File: src/rtl/canny_frame_ctrl.sv
// -----------------------------------------------------------------------------
// canny_frame_ctrl
//   Frame sequencer for the Canny edge pipeline. A start pulse fetches one
//   IMG_W x IMG_H frame of 8-bit pixels from a pixel memory and streams it into
//   the datapath. Returned edge pixels are tagged with row/column and
//   end-of-line/end-of-frame flags. A watchdog in FLUSH traps a stalled
//   datapath.
//
//   Optional build macro: CANNY_EDGE_COUNT_EN enables the o_edge_cnt counter
//   (count of tagged outputs with a non-zero edge value, saturating). Without
//   it o_edge_cnt is tied to zero.
//
// Ports
//   clk, rst_n        clock, synchronous active-low reset
//   start             one-cycle frame start (honoured in IDLE / ERR only)
//   src_ready         memory can accept a read this cycle
//   src_rd, src_addr  read strobe and linear row-major address
//   src_data          read data, valid the cycle after src_rd
//   pix_out/pix_valid pixel stream to the datapath
//   dp_edge/dp_out_valid  edge stream back from the datapath
//   o_edge/o_valid    registered edge pixel
//   o_col/o_row       position of o_edge
//   o_eol/o_eof       last column / last pixel of frame
//   busy              high in FEED and FLUSH
//   done              one-cycle frame completion pulse (with o_eof)
//   err_timeout       sticky flush-timeout flag
//   o_edge_cnt        non-zero edge count (feature build only, else 0)
// -----------------------------------------------------------------------------
module canny_frame_ctrl #(
  parameter int unsigned IMG_W         = 3124,
  parameter int unsigned IMG_H         = 3030,
  parameter int unsigned ADDR_W        = 24,
  parameter int unsigned FLUSH_TIMEOUT = 65535
) (
  input  logic              clk,
  input  logic              rst_n,
  input  logic              start,
  input  logic              src_ready,
  output logic              src_rd,
  output logic [ADDR_W-1:0] src_addr,
  input  logic [7:0]        src_data,
  output logic [7:0]        pix_out,
  output logic              pix_valid,
  input  logic [7:0]        dp_edge,
  input  logic              dp_out_valid,
  output logic [7:0]        o_edge,
  output logic              o_valid,
  output logic [15:0]       o_col,
  output logic [15:0]       o_row,
  output logic              o_eol,
  output logic              o_eof,
  output logic              busy,
  output logic              done,
  output logic              err_timeout,
  output logic [23:0]       o_edge_cnt
);

  localparam int unsigned       NPIX      = IMG_W * IMG_H;
  localparam logic [ADDR_W-1:0] LAST_ADDR = ADDR_W'(NPIX - 1);
  localparam logic [15:0]       COL_LAST  = 16'(IMG_W - 1);
  localparam logic [15:0]       ROW_LAST  = 16'(IMG_H - 1);
  localparam int unsigned       WD_W      = $clog2(FLUSH_TIMEOUT + 1);
  localparam logic [WD_W-1:0]   WD_LAST   = WD_W'(FLUSH_TIMEOUT - 1);

  typedef enum logic [2:0] {
    S_IDLE,
    S_FEED,
    S_FLUSH,
    S_DONE,
    S_ERR
  } state_t;

  state_t            state_q, state_d;
  logic [ADDR_W-1:0] rd_cnt_q, rd_cnt_d;
  logic [15:0]       col_q, col_d;
  logic [15:0]       row_q, row_d;
  logic              full_q, full_d;
  logic [WD_W-1:0]   wd_q, wd_d;
  logic              err_q, err_d;
  logic              pv_q;
  logic [7:0]        o_edge_q;
  logic              o_valid_q;
  logic [15:0]       o_col_q, o_row_q;
  logic              o_eol_q, o_eof_q;
  logic              busy_q, done_q;

  logic rd;      // read issued this cycle
  logic emit;    // datapath output accepted for tagging
  logic last;    // accepted output is the final pixel of the frame
  logic clr;     // frame (re)start: clear counters

  always_comb begin
    state_d  = state_q;
    rd_cnt_d = rd_cnt_q;
    col_d    = col_q;
    row_d    = row_q;
    full_d   = full_q;
    wd_d     = wd_q;
    err_d    = err_q;
    rd       = 1'b0;
    clr      = 1'b0;

    unique case (state_q)
      S_IDLE: begin
        if (start) begin
          state_d = S_FEED;
          clr     = 1'b1;
        end
      end
      S_FEED: begin
        if (src_ready) begin
          rd       = 1'b1;
          rd_cnt_d = rd_cnt_q + 1'b1;
          if (rd_cnt_q == LAST_ADDR) state_d = S_FLUSH;
        end
      end
      S_FLUSH: begin
        if (dp_out_valid) begin
          wd_d = '0;
        end else begin
          wd_d = wd_q + 1'b1;
          if (wd_q == WD_LAST) state_d = S_ERR;
        end
      end
      S_DONE: state_d = S_IDLE;
      S_ERR: begin
        if (start) begin
          state_d = S_FEED;
          clr     = 1'b1;
          err_d   = 1'b0;
        end
      end
      default: state_d = S_IDLE;
    endcase

    // Tagging runs in FEED and FLUSH; outputs past the frame end are dropped
    // and the position counters stay parked on the last pixel.
    emit = dp_out_valid && !full_q && (state_q == S_FEED || state_q == S_FLUSH);
    last = emit && (col_q == COL_LAST) && (row_q == ROW_LAST);
    if (emit) begin
      if (last) begin
        full_d = 1'b1;
      end else if (col_q == COL_LAST) begin
        col_d = '0;
        row_d = row_q + 16'd1;
      end else begin
        col_d = col_q + 16'd1;
      end
    end

    // Completion overrides a coincident watchdog expiry.
    if (state_q == S_FLUSH && (last || full_q)) state_d = S_DONE;
    if (state_q == S_FLUSH && state_d == S_ERR) err_d = 1'b1;

    if (clr) begin
      rd_cnt_d = '0;
      col_d    = '0;
      row_d    = '0;
      full_d   = 1'b0;
      wd_d     = '0;
    end
  end

  always_ff @(posedge clk) begin
    if (!rst_n) begin
      state_q   <= S_IDLE;
      rd_cnt_q  <= '0;
      col_q     <= '0;
      row_q     <= '0;
      full_q    <= 1'b0;
      wd_q      <= '0;
      err_q     <= 1'b0;
      pv_q      <= 1'b0;
      o_edge_q  <= '0;
      o_valid_q <= 1'b0;
      o_col_q   <= '0;
      o_row_q   <= '0;
      o_eol_q   <= 1'b0;
      o_eof_q   <= 1'b0;
      busy_q    <= 1'b0;
      done_q    <= 1'b0;
    end else begin
      state_q   <= state_d;
      rd_cnt_q  <= rd_cnt_d;
      col_q     <= col_d;
      row_q     <= row_d;
      full_q    <= full_d;
      wd_q      <= wd_d;
      err_q     <= err_d;
      pv_q      <= rd;
      o_valid_q <= emit;
      o_eol_q   <= emit && (col_q == COL_LAST);
      o_eof_q   <= last;
      if (emit) begin
        o_edge_q <= dp_edge;
        o_col_q  <= col_q;
        o_row_q  <= row_q;
      end
      busy_q <= (state_d == S_FEED) || (state_d == S_FLUSH);
      done_q <= (state_d == S_DONE);
    end
  end

`ifdef CANNY_EDGE_COUNT_EN
  logic [23:0] ecnt_q;

  always_ff @(posedge clk) begin
    if (!rst_n) begin
      ecnt_q <= '0;
    end else if (clr) begin
      ecnt_q <= '0;
    end else if (emit && (dp_edge != '0) && (ecnt_q != '1)) begin
      ecnt_q <= ecnt_q + 24'd1;
    end
  end

  assign o_edge_cnt = ecnt_q;
`else
  assign o_edge_cnt = '0;
`endif

  assign src_rd      = rd;
  assign src_addr    = rd ? rd_cnt_q : '0;
  assign pix_valid   = pv_q;
  // The memory registers its read data, so it is already stable for the whole
  // cycle after src_rd; it is gated onto the stream alongside pix_valid.
  assign pix_out     = pv_q ? src_data : '0;
  assign o_edge      = o_edge_q;
  assign o_valid     = o_valid_q;
  assign o_col       = o_col_q;
  assign o_row       = o_row_q;
  assign o_eol       = o_eol_q;
  assign o_eof       = o_eof_q;
  assign busy        = busy_q;
  assign done        = done_q;
  assign err_timeout = err_q;

endmodule

File: config.mk
export PLATFORM = sky130hd
export DESIGN_NAME = canny_frame_ctrl
export DESIGN_NICKNAME = d
export VERILOG_FILES = /design/src/rtl/canny_frame_ctrl.sv
export SDC_FILE = /design/constraint.sdc
export NUM_CORES = 1
export LEC_CHECK = 0
export BUFFER_PORTS_ARGS = -buffer_cell sky130_fd_sc_hd__buf_2
export CORE_MARGIN = 2
export CORE_UTILIZATION = 60
export CTS_BUF_LIST = sky130_fd_sc_hd__clkbuf_8
export CTS_CLUSTER_SIZE = 40
export DETAILED_ROUTE_END_ITERATION = 6
export PLACE_DENSITY_LB_ADDON = 0.25
export SLEW_MARGIN = 5
export SYNTH_ARGS = -nofsm -noshare
export SYNTH_HDL_FRONTEND = slang
export SYNTH_SLANG_ARGS = --single-unit
File: constraint.sdc
create_clock -name clk -period 4.5 [get_ports clk]
set_input_delay 0.45 -clock clk [delete_from_list [all_inputs] [get_ports clk]]
set_output_delay 0.45 -clock clk [all_outputs]
set_load 0.05 [all_outputs]
# ---- Word-level counts from Yosys, hierarchy flattened
# Cells that the tools add are included.
dict set report totals {
  reg_bits 123
  in_bits 21
  output_inout_bits 104
  wordCells 71
}
dict set report classes {
  addsub 4
  eq_ne 11
  muxes 18
  n_bitwise 2
  reduce_logical 20
}
# op count
set ops {}
lappend ops {{$add 16x1->16 const B} 3}
lappend ops {{$eq 16x12->1 const B} 2}
lappend ops {{$mux 16} 2}
lappend ops {{$add 24x1->24 const B} 1}
lappend ops {{$eq 24x24->1 const B} 1}
lappend ops {{$mux 24} 1}
lappend ops {{$mux 3} 6}
lappend ops {{$eq 16x16->1 const B} 1}
lappend ops {{$eq 3x2->1 const B} 3}
lappend ops {{$pmux 3 s3} 1}
lappend ops {{$mux 8} 1}
lappend ops {{$reduce_and 2->1} 4}
lappend ops {{$mux 1} 7}
lappend ops {{$eq 3x1->1 const B} 2}
lappend ops {{$eq 3x3->1 const B} 2}
lappend ops {{$logic_and 1x1->1} 6}
lappend ops {{$reduce_bool 2->1} 2}
lappend ops {{$reduce_or 2->1} 2}
lappend ops {{$logic_not 3->1} 1}
lappend ops {{$logic_or 1x1->1} 3}
lappend ops {{$reduce_and 3->1} 1}
lappend ops {{$not 1->1} 2}
lappend ops {{$logic_not 1->1} 1}

# ---- Logic depth before layout (Yosys ltp)
dict set report logic_depth {
  depth_word 12
  depth_mapped 9
  ltp_nobuf 7
}

# ---- Least setup slack after synthesis
# Ideal clock, no wire load.
dict set report synth_path {
  kind {register to register}
  from {register col_q[0]}
  to {register row_q[3]}
  arrival_time_ps 2172
  required_time_ps 4430
  setup_slack_ps 2258
  stages_incl_launch_ff 9
  n_path_buf 2
  synth_period_minus_slack_ps 2242
  cell_sequence {dfxtp_1 > ha_1 > buf_2 > nor3b_2 > nand4_4 > or3_1 > buf_6 > or4_1 > a21oi_1}
}
dict set report synth_between {
  elab_chain_len 5
}
# item line
set synth_rtl {}
lappend synth_rtl {{from (decl)} 75} ;# logic [15:0] col_q, col_d;
lappend synth_rtl {{from (signal assigned)} 185} ;# col_q <= col_d;
lappend synth_rtl {{$eq 16x12->1 *} {139, 143}}
lappend synth_rtl {{$logic_and 1x1->1 (2 in series)} 139} ;# last = emit && (col_q == COL_LAST) && (row_q == ROW_LAST);
lappend synth_rtl {{$not 1->1 (no source line)} -}
lappend synth_rtl {{$reduce_and 3->1 (no source line) *} -}
lappend synth_rtl {{to (signal assigned)} 186} ;# row_q <= row_d;
lappend synth_rtl {{to (decl)} 76} ;# logic [15:0] row_q, row_d;
# Every way passes the cells marked *; elsewhere a longest branch is shown, timed or not.
# A chain may end at the register's enable or synchronous reset.

# ---- Worst setup path after layout
dict set report layout_path {
  from {register state_q[0]}
  to {register row_q[8]}
}
dict set report layout_between {
  elab_chain_len 7
  word_cells_on_any_way 13
  classes_between {eq/ne: 3; mux: 1; bitwise: 1; reduce/logical: 8}
}
# item line
set layout_rtl {}
lappend layout_rtl {{from (decl)} 73} ;# state_t state_q, state_d;
lappend layout_rtl {{from (signal assigned)} 183} ;# state_q <= state_d;
lappend layout_rtl {{$eq 3x1->1 / $eq 3x2->1 (equally long branches)} 138} ;# emit = dp_out_valid && !full_q && (state_q == S_FEED || state_q == S_FLUSH);
lappend layout_rtl {{$logic_or 1x1->1} 138}
lappend layout_rtl {{$logic_and 1x1->1} 138}
lappend layout_rtl {{$logic_and 1x1->1 (2 in series)} 139}
lappend layout_rtl {{$not 1->1 (no source line)} -}
lappend layout_rtl {{$reduce_and 3->1 (no source line)} -}
# Several ways; a longest one is shown, not always the timed one.

==> results.ini <==
[worst_hold_path]
holdPathEnd = o_edge[2]$_SDFFE_PN0P_
holdPathStages = 3
hold_class = in -> reg
hp-start = dp_edge[2]

[drt]
first_iter_violations = 185
wire_per_inst_um = 14.2
drt_wl_total_mm = 13.4
postRouteAntennaNets = 0
vias = 5266
drt-pass1-iter-count = 5
avgViaCountPerCell = 5.60
drc = 0

[power_and_ir_drop]
leakage_nw = 2.75
vdd_drop_max_mv = 0.199
power_density_mw_per_mm2 = 341
power_mw = 2.32

[clock_tree]
clk_pin_slew_ns = 0.07
cts.sinks = 123
cts_hold_buf = 0
cts-htree-levels = 4
cts_tree = built
clockBufferDepth = 2
cts-resized-gates = 0
cts_buffers = 17
postCtsSetupBuffers = 0
clkLatencyLatePin_ns = 0.43
cts-root-buf = clkbuf_8

[sta]
rsz0062_at_grt = no
tns_ns = 0
hold_viol = 0
fin_crit_ns = 2.72
min_period_over_period_pct = 60.5
worst_slew_pin_slew_ns = 0.969
clock_skew_ns = 0.00492
relSlewSlack_pct = 35.4
drv_slew = 0
fmax_ghz = 0.367
finalSetupViolations = 0

[placement]
numPortBuffers = 100
place_hpwl_mm = 9.06
gp_congestion = 0.882

[layout]
area_growth_pct = 14.4
fin_util_pct = 70.2
n_fill_cell = 802
antenna_cells = 0
drive_above_1_share_pct = 18.7
nets = 821

[worst_setup_path]
cp-end-kind = flip-flop
startpoint_type = flip-flop
crit_fanout = 27
timing.rr.start = state_q[0]$_SDFF_PN0_
worstPathArrival_ns = 3.08
r2r_setup_slack_ns = 1.78
r2r_cells = 5
rr_endpoint = row_q[8]$_SDFFE_PP0P_
crit_required_ns = 4.86
path_class = reg -> reg

[floorplan]
coreArea_mm2 = 0.00968
pin_count = 125
die_area_mm2 = 0.0107
die_h_um = 104
rows = 36
start_util_pct = 61.4
die_x_um = 104

[logic_synthesis]
netlist_top_cells_area = dfxtp_1 (41%), nand2_1 (7.0%), a21boi_0 (5.1%), nor2_1 (4.3%), and3_1 (4.1%)
syn_area_per_cell_um2 = 8.32
yosysWarningCount = 0
synth-edff-count = 0
syn_inst = 714
yosysTopAreaCell = dfxtp_1
synth_top_area_share_pct = 41.4
synth.distinct_cells = 56
netlist_area_mm2 = 0.00594
seq_area_frac_synth_pct = 41.4
synth_commonest_cells = dfxtp_1 (123), nand2_1 (111), nor2_1 (68)
synth_most_common_cell = dfxtp_1
ys.flop_type = dfxtp_1
async_flop_share_pct = 0
synth-seq-cells = 123

[grt]
grt_pass1_wl_mm = 22.9
antenna_found_initial = 0
grt_usage_pct = 25.4
grt_pass1_vias = 4961
overflow = 0
grt_max_degree = 54

[outcome]
status = complete, no violations

[flow_run]
maxCapViolations = 0

per-stage QoR:
step,cells,instance area (um^2),setup slack (ns),hold slack (ns)
after global placement,908,6360,1.65,0.449
after floorplan,737,6030,2.26,0.454
after detailed placement,908,6360,1.54,0.456
final,940,6800,1.78,0.270
after CTS,940,6800,1.81,0.264
after global routing,940,6800,1.50,0.272
per-layer routing:
layer  vias up  wire [um]  track usage (%)
met4         0        211             7.63
met3        20        760             6.54
met5         -          0                0
li1       2612          -                -
met1      2454       5710             31.0
met2       180       6690             44.1
worst max-delay path, cell delays in order, from the launching register on:
cell	delay, ns
dfxtp_1	0.47
xor2_1	0.32
and2_1	0.82
nand4_1	0.44
or3_1	0.44
a21oi_1	0.16
layout by cell type, fill, tap and decap left out, types with 4 or more instances in the layout:
cell type,count
clkbuf_8,19
bufinv_16,4
o21ai_1,4
buf_2,100
nand2_1,111
clkinvlp_4,4
nand4_1,23
buf_4,4
nor3b_2,4
xnor2_1,12
dfxtp_1,123
ha_1,6
clkinv_2,4
a21oi_1,32
nor2_1,68
conb_1,24
and2_1,14
and4_1,7
o21ai_0,18
nand3_1,19
or3_1,14
and3_1,39
nor3_1,12
nor4_1,9
xor2_1,26
a31oi_1,8
inv_1,7
a21boi_0,40
or4_1,6
sequential cells by signal (all words and copies together), names as in the netlist, 3 cells and up:
signal    count
rd_cnt_q     24
o_edge        8
row_q        16
o_row        16
o_col        16
state_q       3
col_q        16
wd_q         16
worst max path at each step:
stage / start / slack (ns) / endpoint / cells after the start
detailed placement: dp_out_valid / 1.54 / row_q[4]$_SDFFE_PP0P_ / 6
floorplan: col_q[0]$_SDFFE_PP0P_ / 2.26 / row_q[3]$_SDFFE_PP0P_ / 8
global route: state_q[0]$_SDFF_PN0_ / 1.50 / row_q[8]$_SDFFE_PP0P_ / 5
CTS: state_q[0]$_SDFF_PN0_ / 1.81 / row_q[8]$_SDFFE_PP0P_ / 5
finish: state_q[0]$_SDFF_PN0_ / 1.78 / row_q[8]$_SDFFE_PP0P_ / 5
global placement: dp_out_valid / 1.65 / row_q[4]$_SDFFE_PP0P_ / 6
cell type report:
cell class	count	area [um^2]	area share, %
clock inverter	13	174	2.56
timing repair buffer	104	531	7.80
clock buffer	19	262	3.85
tap	133	166	2.45
inverter	6	22.5	0.331
sequential	123	2460	36.2
multi-input combinational	542	3180	46.8
power breakdown:
part	leakage [nW]	switching, mW	total, mW	internal [mW]
registers	0.992	0.00520	1.10	1.09
clock network	0.215	0.436	1.06	0.626
logic	1.54	0.127	0.156	0.0292
kinds of logic after synthesis:
group	share of synthesized area, %
buffers and inverters	6.59
muxes	0.526
xor gates and xnor gates	5.60
other	0.0631
DFF	41.4
AOI/OAI and AO/OA	12.5
adders and majority gates	1.26
and+or+nand+nor	32.0
Power figures use the tool's default switching activity.
